==> src/rtl/cache_write_scheduler.sv <==
// Four-port write scheduler: round-robin arbitration into a shared FIFO that
// drains one registered write per cycle into a cache bank, with read-hazard lookup.
module cache_write_scheduler #(
  parameter int DATA_WIDTH = 32,
  parameter int ADDR_WIDTH = 8,
  parameter int DEPTH      = 4
) (
  input  logic                    clk,
  input  logic                    reset,
  input  logic [3:0]              req_valid,
  input  logic [4*ADDR_WIDTH-1:0] req_addr,
  input  logic [4*DATA_WIDTH-1:0] req_data,
  output logic [3:0]              req_ready,
  output logic                    cache_write,
  output logic [ADDR_WIDTH-1:0]   cache_write_addr,
  output logic [DATA_WIDTH-1:0]   cache_write_data,
  input  logic                    cache_stall,
  input  logic [ADDR_WIDTH-1:0]   rd_check_addr,
  output logic                    rd_hazard,
  output logic [$clog2(DEPTH):0]  queue_count
);

  localparam int PTR_W = $clog2(DEPTH);
  localparam int CNT_W = PTR_W + 1;

  logic [ADDR_WIDTH-1:0] addr_mem_q [DEPTH];
  logic [DATA_WIDTH-1:0] data_mem_q [DEPTH];
  logic [PTR_W-1:0]      head_q, head_d, tail_q, tail_d;
  logic [CNT_W-1:0]      count_q, count_d;
  logic [1:0]            rr_ptr_q, rr_ptr_d;
  logic                  cache_write_q;
  logic [ADDR_WIDTH-1:0] cache_write_addr_q;
  logic [DATA_WIDTH-1:0] cache_write_data_q;

  logic                  grant_found;
  logic [1:0]            grant_idx, cand;
  logic                  full, push, pop, hazard;
  logic [PTR_W-1:0]      offset;
  logic [ADDR_WIDTH-1:0] push_addr;
  logic [DATA_WIDTH-1:0] push_data;

  // Round-robin search starting at rr_ptr_q; the first valid port wins.
  always_comb begin
    // NOTE: every combinational output gets a default first so no path infers a latch.
    grant_found = 1'b0;
    grant_idx   = rr_ptr_q;
    cand        = '0;
    for (int k = 0; k < 4; k++) begin
      cand = rr_ptr_q + 2'(k);
      if (!grant_found && req_valid[cand]) begin
        grant_found = 1'b1;
        grant_idx   = cand;
      end
    end
  end

  // Reset forces the empty-queue view so nothing upstream sees a stale full flag.
  assign full      = (count_q == CNT_W'(DEPTH)) && !reset;
  assign req_ready = (grant_found && !full) ? (4'b0001 << grant_idx) : 4'b0000;
  assign push      = |(req_valid & req_ready);
  assign pop       = (count_q != '0) && !cache_stall;

  always_comb begin
    push_addr = '0;
    push_data = '0;
    for (int p = 0; p < 4; p++) begin
      if (grant_idx == 2'(p)) begin
        push_addr = req_addr[p*ADDR_WIDTH +: ADDR_WIDTH];
        push_data = req_data[p*DATA_WIDTH +: DATA_WIDTH];
      end
    end
  end

  // An entry is occupied when its distance from head is below the count.
  always_comb begin
    hazard = 1'b0;
    offset = '0;
    for (int i = 0; i < DEPTH; i++) begin
      offset = PTR_W'(i) - head_q;
      if (({1'b0, offset} < count_q) && (addr_mem_q[i] == rd_check_addr)) hazard = 1'b1;
    end
  end
  assign rd_hazard = hazard && !reset;

  always_comb begin
    head_d   = pop  ? head_q + PTR_W'(1) : head_q;
    tail_d   = push ? tail_q + PTR_W'(1) : tail_q;
    rr_ptr_d = push ? grant_idx + 2'd1   : rr_ptr_q;
    case ({push, pop})
      2'b10:   count_d = count_q + CNT_W'(1);
      2'b01:   count_d = count_q - CNT_W'(1);
      default: count_d = count_q;
    endcase
  end

  // NOTE: queue storage has no reset; occupancy is tracked by head/tail/count alone.
  always_ff @(posedge clk) begin
    if (push && !reset) begin
      addr_mem_q[tail_q] <= push_addr;
      data_mem_q[tail_q] <= push_data;
    end
  end

  always_ff @(posedge clk) begin
    // NOTE: state registers use non-blocking assignments so every flop samples pre-edge values.
    if (reset) begin
      head_q             <= '0;
      tail_q             <= '0;
      count_q            <= '0;
      rr_ptr_q           <= '0;
      cache_write_q      <= 1'b0;
      cache_write_addr_q <= '0;
      cache_write_data_q <= '0;
    end else begin
      head_q        <= head_d;
      tail_q        <= tail_d;
      count_q       <= count_d;
      rr_ptr_q      <= rr_ptr_d;
      cache_write_q <= pop;
      if (pop) begin
        cache_write_addr_q <= addr_mem_q[head_q];
        cache_write_data_q <= data_mem_q[head_q];
      end
    end
  end

  assign cache_write      = cache_write_q;
  assign cache_write_addr = cache_write_addr_q;
  assign cache_write_data = cache_write_data_q;
  assign queue_count      = count_q;

endmodule

==> config.mk <==
export PLATFORM = sky130hd
export DESIGN_NAME = cache_write_scheduler
export DESIGN_NICKNAME = d
export VERILOG_FILES = /design/src/rtl/cache_write_scheduler.sv
export SDC_FILE = /design/constraint.sdc
export NUM_CORES = 1
export LEC_CHECK = 0
export CAP_MARGIN = 20
export CORE_MARGIN = 4
export CORE_UTILIZATION = 40
export DETAILED_ROUTE_END_ITERATION = 8
export GPL_TIMING_DRIVEN = 0
export HOLD_SLACK_MARGIN = 0.03
export PLACE_DENSITY = 0.66
export SLEW_MARGIN = 5
export SYNTH_ARGS = -nofsm -noshare
export SYNTH_HDL_FRONTEND = slang
export SYNTH_SLANG_ARGS = --single-unit
==> constraint.sdc <==
create_clock -name clk -period 4.3 [get_ports clk]
set_clock_uncertainty 0.1 [all_clocks]
set_input_delay 0.645 -clock clk [delete_from_list [all_inputs] [get_ports clk]]
set_output_delay 0.645 -clock clk [all_outputs]
set_load 0.05 [all_outputs]
Yosys cells after proc, flatten, opt, wreduce, memory -nomap -nowiden
Memories as Yosys holds them, arrays and structs flattened. A register that Yosys moved wholly into a read port is not among the register bits.
Index checks and enable logic that the tools add are counted.
{"block": "word_totals", "input_bits": 175, "regBits": 10, "n_memories": 2, "ramBits": 160, "wordCells": 92, "out_inout_bits": 49}
{"block": "classes", "order_cmp": 8, "mux": 31, "bitwise": 1, "shift": 1, "n_eq_ne": 10, "addsub": 12, "reduce_logical": 22}
{"memory": "data_mem_q", "words": 4, "width": 32, "read_ports": 1, "rd_ports_with_merged_regs": 1, "wr": 1, "line_no": "27", "text": "logic [DATA_WIDTH-1:0] data_mem_q [DEPTH];"}
{"memory": "addr_mem_q", "words": 4, "width": 8, "read_ports": 5, "rd_ports_with_merged_regs": 1, "wr": 1, "line_no": "26", "text": "logic [ADDR_WIDTH-1:0] addr_mem_q [DEPTH];"}
{"operator": "32-bit 2-to-1 mux", "n": 4}
{"operator": "8-bit equality test", "n": 4}
{"operator": "8-bit 2-to-1 mux", "n": 4}
{"operator": "1-bit 2-to-1 mux", "n": 14}
{"operator": "1-bit logical AND", "n": 12}
{"operator": "2-bit by 3-bit < comparator with 1-bit output", "n": 4}
{"operator": "2-bit by 3-bit < comparator with 1-bit output (second input constant)", "n": 4}
{"operator": "2-bit by 1-bit adder with 2-bit output (second input constant)", "n": 4}
{"operator": "1-bit binary-select mux with 2-bit select", "n": 4}
{"operator": "2-bit equality test (second input constant)", "n": 3}
{"operator": "1-bit zero test", "n": 6}
{"operator": "2-bit 2-to-1 mux", "n": 3}
{"operator": "3-bit one-hot mux with 2 select lines", "n": 1}
{"operator": "2-bit adder (second input constant)", "n": 2}
{"operator": "4-bit AND", "n": 1}
{"operator": "2-bit by 1-bit equality test with 1-bit output (second input constant)", "n": 2}
{"operator": "4-bit 2-to-1 mux", "n": 1}
{"operator": "4-bit OR reduction", "n": 1}
{"operator": "1-bit by 2-bit left shift with 4-bit output (first input constant)", "n": 1}
{"operator": "1-bit by 2-bit subtractor with 2-bit output (first input constant)", "n": 2}
{"operator": "2-bit subtractor (first input constant)", "n": 2}
{"operator": "3-bit by 1-bit adder with 3-bit output (second input constant)", "n": 1}
{"operator": "3-bit equality test (second input constant)", "n": 1}
{"operator": "3-bit nonzero test", "n": 1}
{"operator": "other kinds (3)", "n": 3}

Depth between registers and ports, before layout
Gate-level depths: netlist (run 1).
{"block": "logic_depth", "depth_word": 19, "ltp_mapped": 15, "depth_no_buf": 14}

Worst setup path before layout (run 1)
Ideal clock, no wire load.
{"block": "synth_timing", "path_kind": "input port to flip-flop", "from": "input port req_valid[1]", "to": "memory addr_mem_q[1][0] (enable)", "path_stages": 9, "setup_ns": 0.401, "required_time_ns": 3.799, "n_path_buf": 1, "setup_slack_ns": 0.585, "t_arrival_ns": 3.214, "cell_sequence": "nand2b_1 -> a21oi_1 -> a211oi_1 -> ha_1 -> buf_2 -> a22oi_1 -> a211oi_4 -> and2b_1 -> and2_1"}
{"block": "synth_via", "elab_chain_len": 19, "elab_cells_between_ends": 29, "cone_classes": "shift (1); mux (18); bitwise (1); reduce/logical (9)"}
{"item": "start, declared", "line_no": "10", "text": "input logic [3:0] req_valid,"}
{"item": "1-bit binary-select mux with 2-bit select", "line_no": "50", "text": "if (!grant_found && req_valid[cand]) begin"}
{"item": "1-bit 2-to-1 mux (implied by the code)", "line_no": "50"}
{"item": "1-bit 2-to-1 mux", "line_no": "50"}
{"item": "1-bit zero test", "line_no": "50"}
{"item": "1-bit logical AND", "line_no": "50"}
{"item": "1-bit 2-to-1 mux", "line_no": "50"}
{"item": "1-bit zero test", "line_no": "50"}
{"item": "1-bit logical AND", "line_no": "50"}
{"item": "[3 not listed]"}
{"item": "2-bit 2-to-1 mux / 1-bit 2-to-1 mux (equally long branches)", "line_no": "50"}
{"item": "1-bit by 2-bit left shift with 4-bit output / 1-bit logical AND (equally long branches)", "line_no": "59", "text": "assign req_ready = (grant_found && !full) ? (4'b0001 << grant_idx) : 4'b0000;"}
{"item": "4-bit 2-to-1 mux", "line_no": "59"}
{"item": "4-bit AND (*)", "line_no": "60", "text": "assign push = |(req_valid & req_ready);"}
{"item": "4-bit OR reduction (*)", "line_no": "60"}
{"item": "1-bit logical AND (*)", "line_no": "98", "text": "if (push && !reset) begin"}
{"item": "1-bit 2-to-1 mux (*)", "line_no": "98"}
{"item": "1-bit 2-to-1 mux (implied by the code) (*)", "line_no": "99", "text": "addr_mem_q[tail_q] <= push_addr;"}
{"item": "end, declared", "line_no": "26"}
Mark *: on every way between the ends. The rest lies on a longest branch, timed or not. The select of a mux whose other input is x is not followed.

Final worst setup path (run 1)
{"block": "layout_timing", "from": "input port req_valid[0]", "to": "output port req_ready[2]"}
{"block": "layout_via", "elab_chain_len": 14, "elab_cells_between_ends": 24, "cone_classes": "shift (1); mux (16); reduce/logical (7)"}
{"item": "1-bit binary-select mux with 2-bit select", "line_no": "50"}
{"item": "1-bit 2-to-1 mux (implied by the code)", "line_no": "50"}
{"item": "1-bit 2-to-1 mux", "line_no": "50"}
{"item": "1-bit zero test", "line_no": "50"}
{"item": "1-bit logical AND", "line_no": "50"}
{"item": "1-bit 2-to-1 mux", "line_no": "50"}
{"item": "1-bit zero test", "line_no": "50"}
{"item": "1-bit logical AND", "line_no": "50"}
{"item": "1-bit 2-to-1 mux", "line_no": "50"}
{"item": "1-bit zero test", "line_no": "50"}
{"item": "1-bit logical AND", "line_no": "50"}
{"item": "2-bit 2-to-1 mux / 1-bit 2-to-1 mux (equally long branches)", "line_no": "50"}
{"item": "1-bit by 2-bit left shift with 4-bit output / 1-bit logical AND (equally long branches)", "line_no": "59"}
{"item": "4-bit 2-to-1 mux (*)", "line_no": "59"}
{"item": "end, declared", "line_no": "13", "text": "output logic [3:0] req_ready,"}
Marked as above.

==> impl_metrics.env, run 1 <==
export IMPL_synth_top_cells_by_area="sky130_fd_sc_hd__edfxtp_1 50%, sky130_fd_sc_hd__dfxtp_1 10%, sky130_fd_sc_hd__mux4_2 9.3%"
export IMPL_timing_setup_tns_ps=0
export IMPL_via_count=7120
export IMPL_synth_avg_cell_area_um2=12.1
export IMPL_htree_levels=1
export IMPL_slew_headroom=0.524
export IMPL_path_max_fanout=10
export IMPL_pin_count=224
export IMPL_synthesis_instances=796
export IMPL_cellInternalPower_mw=5.47
export IMPL_worstReg2RegEnd="data_mem_q[0][20]"
export IMPL_netSwitchingFraction=0.368
export IMPL_finalCritPeriodShare=0.961
export IMPL_route_detailed_drc=0
export IMPL_post_synth_top_area_cell="sky130_fd_sc_hd__edfxtp_1"
export IMPL_worstSetupEndpointType="output port"
export IMPL_power_density_nw_per_um2=659
export IMPL_synth_area_um2=9660
export IMPL_floorplan_die_area_um2=26700
export IMPL_core_area_um2=23600
export IMPL_critical_path_cell_chain="clkdlybuf4s50_1, inv_1, a311oi_1, a211oi_2, inv_1, ha_1, buf_2, clkbuf_2, and2_1, dlygate4sd2_1"
export IMPL_power_share_sequential=0.356
export IMPL_hpwl_um=19900
export IMPL_finalSetupViolations=0
export IMPL_firstDrtPassIters=5
export IMPL_die_y_um=163
export IMPL_power_ir_vdd_worst_mv=0.294
export IMPL_ant_nets=0
export IMPL_drt_iter0_drc=488
export IMPL_syn_to_final_growth_pct=35.9
export IMPL_grt_pass1_vias=7087
export IMPL_clock_fmax_ghz=0.242
export IMPL_crit_path_start_kind="input pin"
export IMPL_cts_root_buf="sky130_fd_sc_hd__clkbuf_16"
export IMPL_status="finished clean"
export IMPL_comb_power_share=0.416
export IMPL_leakage_nw=4.36
export IMPL_timing_critical_path_slowest_stage_cell="sky130_fd_sc_hd__clkdlybuf4s50_1"
export IMPL_cts_post_setup_buffers_inserted=0
export IMPL_synth_fp_nets=985
export IMPL_synth_warnings=0
export IMPL_chipWidth_um=163
export IMPL_cts_sink_count=210
export IMPL_final_util=0.556
export IMPL_clockPowerShare=0.228
export IMPL_fin_nets=1234
export IMPL_clk_pin_slew_worst_paths_ps=60
export IMPL_setup_worst_path_end="req_ready[2]"
export IMPL_hp_class="register to register"
export IMPL_cp_data_required_time_ps=3560
export IMPL_reg2reg_depth=10
export IMPL_rr_startpoint="rr_ptr_q[1]"
export IMPL_n_antenna_cell=0
export IMPL_worstSetupStartpoint="req_valid[0]"
export IMPL_place_area_um2=12400
export IMPL_clkLatencyLatePin_ps=490
export IMPL_totalWireLength_um=26900
export IMPL_globalRouteTotalUtil=0.197
export IMPL_finalWeightedCongestion=0.838
export IMPL_setup_repair_after_global_routing_missed_its_margin="no"
export IMPL_wire_length_of_the_first_global_routing_pass_um=40300
export IMPL_path_common_cell="sky130_fd_sc_hd__inv_1"
export IMPL_place_port_buffers=222
export IMPL_vias_per_inst=5.16
export IMPL_worst_ep_arrival_time_ps=3390
export IMPL_design_area_um2=13100
export IMPL_postSynthRegisterBits=210
export IMPL_synth_cell_types=42
export IMPL_report_final_slew_viol_count=0
export IMPL_grt_antenna_before_repair=0
export IMPL_final_number_of_hold_violating_endpoints=0
export IMPL_post_drt_wl_per_cell_um=19.5
export IMPL_synth_top_cell_area_share=0.497
export IMPL_max_cap_viols=0
export IMPL_timing_reg2reg_setup_slack_ps=620
export IMPL_cts_root_to_sink_buffers=3
export IMPL_numCtsBuffers=23
export IMPL_layout_min_cycle_time_ps=4130
export IMPL_tritoncts="done"
export IMPL_netSwitchingPower_mw=3.18
export IMPL_synth_seq_area_share=0.601
export IMPL_floorplan_initialDensity=0.409
export IMPL_crit_path_max_incr_delay_ps=600
export IMPL_share_of_layout_cells_above_drive_strength_1=0.106
export IMPL_p_total_mw=8.65
export IMPL_criticalPathCategory="input pin to output port"
export IMPL_worst_pin_slew_ps=714
export IMPL_grt_overflow_total=0
export IMPL_rows=56
export IMPL_grt_max_degree=32
-- synth_stat cells --
cell	instances
sky130_fd_sc_hd__a211oi_1	2
sky130_fd_sc_hd__a211oi_4	1
sky130_fd_sc_hd__a21o_1	1
sky130_fd_sc_hd__a21oi_1	125
sky130_fd_sc_hd__a221oi_1	2
sky130_fd_sc_hd__a22oi_1	2
sky130_fd_sc_hd__a311oi_1	1
sky130_fd_sc_hd__a41oi_1	1
sky130_fd_sc_hd__and2_1	8
sky130_fd_sc_hd__and2b_1	1
sky130_fd_sc_hd__buf_1	5
sky130_fd_sc_hd__buf_2	10
sky130_fd_sc_hd__buf_4	8
sky130_fd_sc_hd__clkbuf_1	33
sky130_fd_sc_hd__clkbuf_2	1
sky130_fd_sc_hd__dfxtp_1	50
sky130_fd_sc_hd__edfxtp_1	160
sky130_fd_sc_hd__fa_1	1
sky130_fd_sc_hd__ha_1	13
sky130_fd_sc_hd__inv_1	11
sky130_fd_sc_hd__inv_2	1
sky130_fd_sc_hd__mux2i_1	2
sky130_fd_sc_hd__mux4_2	40
sky130_fd_sc_hd__nand2_1	159
sky130_fd_sc_hd__nand2b_1	3
sky130_fd_sc_hd__nand3b_1	38
sky130_fd_sc_hd__nor2_1	13
sky130_fd_sc_hd__nor2b_1	4
sky130_fd_sc_hd__nor3_1	1
sky130_fd_sc_hd__nor3b_1	1
sky130_fd_sc_hd__nor4_1	8
sky130_fd_sc_hd__nor4_2	1
sky130_fd_sc_hd__nor4b_2	1
sky130_fd_sc_hd__o211ai_1	4
sky130_fd_sc_hd__o21ai_0	39
sky130_fd_sc_hd__o22a_1	1
sky130_fd_sc_hd__o22ai_1	2
sky130_fd_sc_hd__o31ai_1	2
sky130_fd_sc_hd__or2_1	1
sky130_fd_sc_hd__or3_1	1
sky130_fd_sc_hd__xnor2_1	4
sky130_fd_sc_hd__xor2_1	34
-- kinds of logic after synthesis --
logic type,synth area share
AOI/OAI and AO/OA,0.101
xor gates and xnor gates,0.0345
DFF,0.601
muxes,0.0953
adders and majority gates,0.0189
buffers and inverters,0.0313
and+or+nand+nor,0.117
-- worst max-delay path: cells and delay by family --
family | cells | cell delay (ps)
buf+inv | 6 | 1980
simple gates | 1 | 170
fa+ha+maj | 1 | 140
compound gates | 2 | 440
-- metal layers --
layer  vias to the layer above  global-route usage  wire length, um
met5                         -             0.00568                0
met4                         0              0.0396              589
met3                        35              0.0338             1610
met2                       217               0.345            13700
met1                      3460               0.260            11000
li1                       3408                   -                -
-- state kept, by name, indices dropped and copies added (netlist names) --
signal and count:
data_mem_q 128, rr_ptr_q 2, cache_write 1, tail_q 2, cache_write_data 32, queue_count 3, cache_write_addr 8, head_q 2
addr_mem_q 32
-- repair_timing --
item	in CTS	in global routing
pin swaps	0	1
hold buffers	0	0
gates resized for setup	8	8
setup endpoints to repair	5	71
-- how the worst min path moves through the flow --
stage / startpoint / end / slack (ps) / cells after the start
2_1_floorplan: rr_ptr_q[0] / rr_ptr_q[0] / 410 / 2
3_3_place_gp: cache_write_data[29] / cache_write_data[29] / 340 / 2
3_5_place_dp: cache_write_data[16] / cache_write_data[16] / 350 / 2
4_1_cts: cache_write_data[16] / cache_write_data[16] / 350 / 2
5_1_grt: cache_write_data[21] / cache_write_data[21] / 370 / 2
6_report: cache_write_data[27] / cache_write_data[27] / 350 / 2
-- metrics by stage --
stage | cells | hold WS, ps | setup WS [ps]
after floorplan | 796 | 411 | 585
after global placement | 1337 | 343 | -1360
after detailed placement | 1341 | 347 | -564
after CTS | 1380 | 355 | 34.1
after global routing | 1380 | 368 | 9.34
final | 1380 | 352 | 170
-- cells in the final DEF (no fill, tap or decap), types with 8 or more instances in the layout --
| master | synthesis | layout |
|---|---|---|
| sky130_fd_sc_hd__a21oi_1 | 125 | 125 |
| sky130_fd_sc_hd__buf_2 | 10 | 9 |
| sky130_fd_sc_hd__buf_4 | 8 | 8 |
| sky130_fd_sc_hd__clkbuf_1 | 33 | 32 |
| sky130_fd_sc_hd__clkbuf_16 | 0 | 23 |
| sky130_fd_sc_hd__clkdlybuf4s50_1 | 0 | 219 |
| sky130_fd_sc_hd__dfxtp_1 | 50 | 50 |
| sky130_fd_sc_hd__edfxtp_1 | 160 | 160 |
| sky130_fd_sc_hd__ha_1 | 13 | 13 |
| sky130_fd_sc_hd__inv_1 | 11 | 11 |
| sky130_fd_sc_hd__mux4_2 | 40 | 40 |
| sky130_fd_sc_hd__nand2_1 | 159 | 159 |
| sky130_fd_sc_hd__nand3b_1 | 38 | 38 |
| sky130_fd_sc_hd__nor2_1 | 13 | 13 |
| sky130_fd_sc_hd__nor4_1 | 8 | 8 |
| sky130_fd_sc_hd__o21ai_0 | 39 | 39 |
| sky130_fd_sc_hd__xor2_1 | 34 | 34 |
-- cell type report --
type	instances	area [um2]
Inverter	12	45.0
Tap cell	319	399
Buffer	55	259
Clock inverter	15	174
Multi-Input combinational cell	517	3560
Timing Repair Buffer	226	2300
Fill cell	2026	10500
Clock buffer	26	587
Sequential cell	210	5810
-- power groups by stage --
| stage | logic (mW) | registers [mW] | clock network (mW) |
|---|---|---|---|
| CTS | 3.63 | 3.08 | 2.00 |
| detailed placement | 3.62 | 3.12 | 0 |
| finish | 3.60 | 3.08 | 1.97 |
| floorplan | 2.01 | 3.46 | 0 |
| global route | 3.94 | 3.11 | 2.10 |
| global placement | 3.56 | 3.12 | 0 |
No activity file was read; power rests on OpenSTA's default activity.
==> run 2: changes to the inputs <==
Settings changed: PLACE_DENSITY 0.66 to not set, PLACE_DENSITY_LB_ADDON set to 0.3.
==> run 2 against run 1 <==
  * Power decreased by 0.42%
  * Setup slack worse by 51 ps
  * Final cell count fell by 0.14%
  * Critical endpoint is now req_ready[3]
  * Highest routed layer unchanged
==> impl_metrics.env, run 2 (synthesis results as in run 1) <==
export IMPL_timing_hold_worst_start="cache_write_addr[3]"
export IMPL_grt_pass1_vias=7387
export IMPL_drt_iter0_drc=459
export IMPL_chipWidth_um=163
export IMPL_core_area_um2=23600
export IMPL_cts_sink_count=210
export IMPL_globalRouteTotalUtil=0.202
export IMPL_reg2reg_depth=10
export IMPL_max_cap_viols=0
export IMPL_nFillCells=2022
export IMPL_setup_repair_after_global_routing_missed_its_margin="no"
export IMPL_grt_antenna_before_repair=0
export IMPL_power_share_sequential=0.358
export IMPL_clkLatencyLatePin_ps=500
export IMPL_vias_per_inst=5.25
export IMPL_final_util=0.554
export IMPL_finalCritPeriodShare=0.972
export IMPL_multi_input_comb_area_um2=3560
export IMPL_cp_data_required_time_ps=3560
export IMPL_worstSetupStartpoint="req_valid[1]"
export IMPL_die_y_um=163
export IMPL_via_count=7230
export IMPL_power_ir_vdd_worst_mv=0.269
export IMPL_floorplan_die_area_um2=26700
export IMPL_finalWeightedCongestion=0.840
export IMPL_finalSetupViolations=0
export IMPL_crit_path_start_kind="input pin"
export IMPL_firstDrtPassIters=5
export IMPL_cts_root_to_sink_buffers=3
export IMPL_power_density_nw_per_um2=658
export IMPL_rr_startpoint="rr_ptr_q[0]"
export IMPL_layout_commonest_cell="sky130_fd_sc_hd__clkdlybuf4s50_1"
export IMPL_fin_nets=1232
export IMPL_slew_headroom=0.496
export IMPL_route_detailed_drc=0
export IMPL_netSwitchingFraction=0.373
export IMPL_report_final_slew_viol_count=0
export IMPL_worstSetupEndpointType="output port"
export IMPL_layout_common_cells="217 x sky130_fd_sc_hd__clkdlybuf4s50_1, 160 x sky130_fd_sc_hd__edfxtp_1, 159 x sky130_fd_sc_hd__nand2_1"
export IMPL_layout_min_cycle_time_ps=4180
export IMPL_worst_hold_slack_across_all_endpoints_ps=352
export IMPL_path_max_fanout=10
export IMPL_worstReg2RegEnd="data_mem_q[0][22]"
export IMPL_place_inst=1341
export IMPL_place_port_buffers=222
export IMPL_ant_nets=0
export IMPL_timing_setup_tns_ps=0
export IMPL_cellInternalPower_mw=5.41
export IMPL_clk_pin_slew_worst_paths_ps=60
export IMPL_hpwl_um=20100
export IMPL_largest_register_ff_count=128
export IMPL_leakage_nw=4.35
export IMPL_grt_max_degree=27
export IMPL_post_drt_wl_per_cell_um=19.9
export IMPL_timing_reg2reg_setup_slack_ps=580
export IMPL_pin_count=224
export IMPL_criticalPathCategory="input pin to output port"
export IMPL_postCtsHoldBufs=0
export IMPL_netSwitchingPower_mw=3.21
export IMPL_syn_to_final_growth_pct=35.5
export IMPL_design_area_um2=13100
export IMPL_numCtsBuffers=22
export IMPL_grt_overflow_total=0
export IMPL_seq_area_um2=5810
export IMPL_share_of_layout_cells_above_drive_strength_1=0.100
export IMPL_hp_class="register to register"
export IMPL_regMostFlops="data_mem_q"
export IMPL_clock_fmax_ghz=0.239
export IMPL_setup_worst_path_end="req_ready[3]"
export IMPL_cts_root_buf="sky130_fd_sc_hd__clkbuf_16"
export IMPL_totalWireLength_um=27400
export IMPL_rows=56
export IMPL_n_antenna_cell=0
export IMPL_tritoncts="done"
export IMPL_clockPowerShare=0.221
export IMPL_comb_power_share=0.421
export IMPL_htree_levels=1
export IMPL_finished_layout_cells=1378
export IMPL_floorplan_initialDensity=0.409
export IMPL_worst_pin_slew_ps=756
export IMPL_status="finished clean"
export IMPL_worst_ep_arrival_time_ps=3440
export IMPL_wire_length_of_the_first_global_routing_pass_um=41600
export IMPL_place_area_um2=12400
export IMPL_final_number_of_hold_violating_endpoints=0
[run 2: cell types whose count changed in the layout (fill, tap and decap cells not counted), moves of 2 or more]
cell | previous run | this run
sky130_fd_sc_hd__clkbuf_1 | 32 | 37
sky130_fd_sc_hd__clkinv_2 | 7 | 2
sky130_fd_sc_hd__clkbuf_8 | 0 | 3
sky130_fd_sc_hd__bufinv_16 | 4 | 2
sky130_fd_sc_hd__clkdlybuf4s15_1 | 0 | 2
sky130_fd_sc_hd__clkdlybuf4s50_1 | 219 | 217
sky130_fd_sc_hd__clkinv_1 | 3 | 1
[run 2: power groups by stage]
stage               Sequential, mW  Clock (mW)  Combinational [mW]
CTS                           3.08        1.93                3.64
global placement              3.11           0                3.55
floorplan                     3.46           0                2.01
finish                        3.08        1.91                3.63
global route                  3.12        2.02                3.94
detailed placement            3.12           0                3.63
[run 2: area by class of cell]
type | instances | area share
clock buffers | 35 | 0.0497
inverters | 12 | 0.00344
plain buffers | 54 | 0.0193
repair buffers | 226 | 0.176
multi-input cells | 517 | 0.272
well taps | 319 | 0.0305
clock inverters | 5 | 0.00564
flip-flops and latches | 210 | 0.443
[run 2: worst min-delay path by stage]
| stage | endpoint | slack, ps | depth (start not counted) |
|---|---|---|---|
| after global routing | cache_write_data[8] | 370 | 2 |
| after detailed placement | cache_write_data[21] | 350 | 2 |
| after floorplan | rr_ptr_q[0] | 410 | 2 |
| after global placement | cache_write_addr[3] | 340 | 2 |
| final | cache_write_addr[3] | 350 | 2 |
| after CTS | cache_write_data[21] | 350 | 2 |
[run 2: what timing repair did]
action,CTS,global route
setup buffers,0,0
resized for setup,10,4
endpoints found under the setup margin,5,26
[run 2: per-layer routing]
layer / global-route usage / share of wire / vias to the layer above
met5: 0 / 0 / -
met4: 0.0461 / 0.019 / 0
met3: 0.0376 / 0.070 / 39
met2: 0.355 / 0.51 / 263
met1: 0.261 / 0.40 / 3525
li1: - / - / 3403
[run 2: stage by stage]
| stage | power, mW | setup WS [ps] |
|---|---|---|
| after floorplan | 5.47 | 585 |
| after global placement | 6.66 | -1340 |
| after detailed placement | 6.75 | -551 |
| after CTS | 8.66 | 35.5 |
| after global routing | 9.08 | 4.12 |
| final | 8.61 | 119 |
[run 2: critical path, stage by stage]
cell and delay [ps]:
sky130_fd_sc_hd__clkdlybuf4s50_1 600, sky130_fd_sc_hd__nand2b_1 140, sky130_fd_sc_hd__a21oi_1 90, sky130_fd_sc_hd__a211oi_2 350, sky130_fd_sc_hd__ha_1 210, sky130_fd_sc_hd__clkbuf_2 330
sky130_fd_sc_hd__clkbuf_2 330, sky130_fd_sc_hd__and2_1 160, sky130_fd_sc_hd__dlygate4sd2_1 540
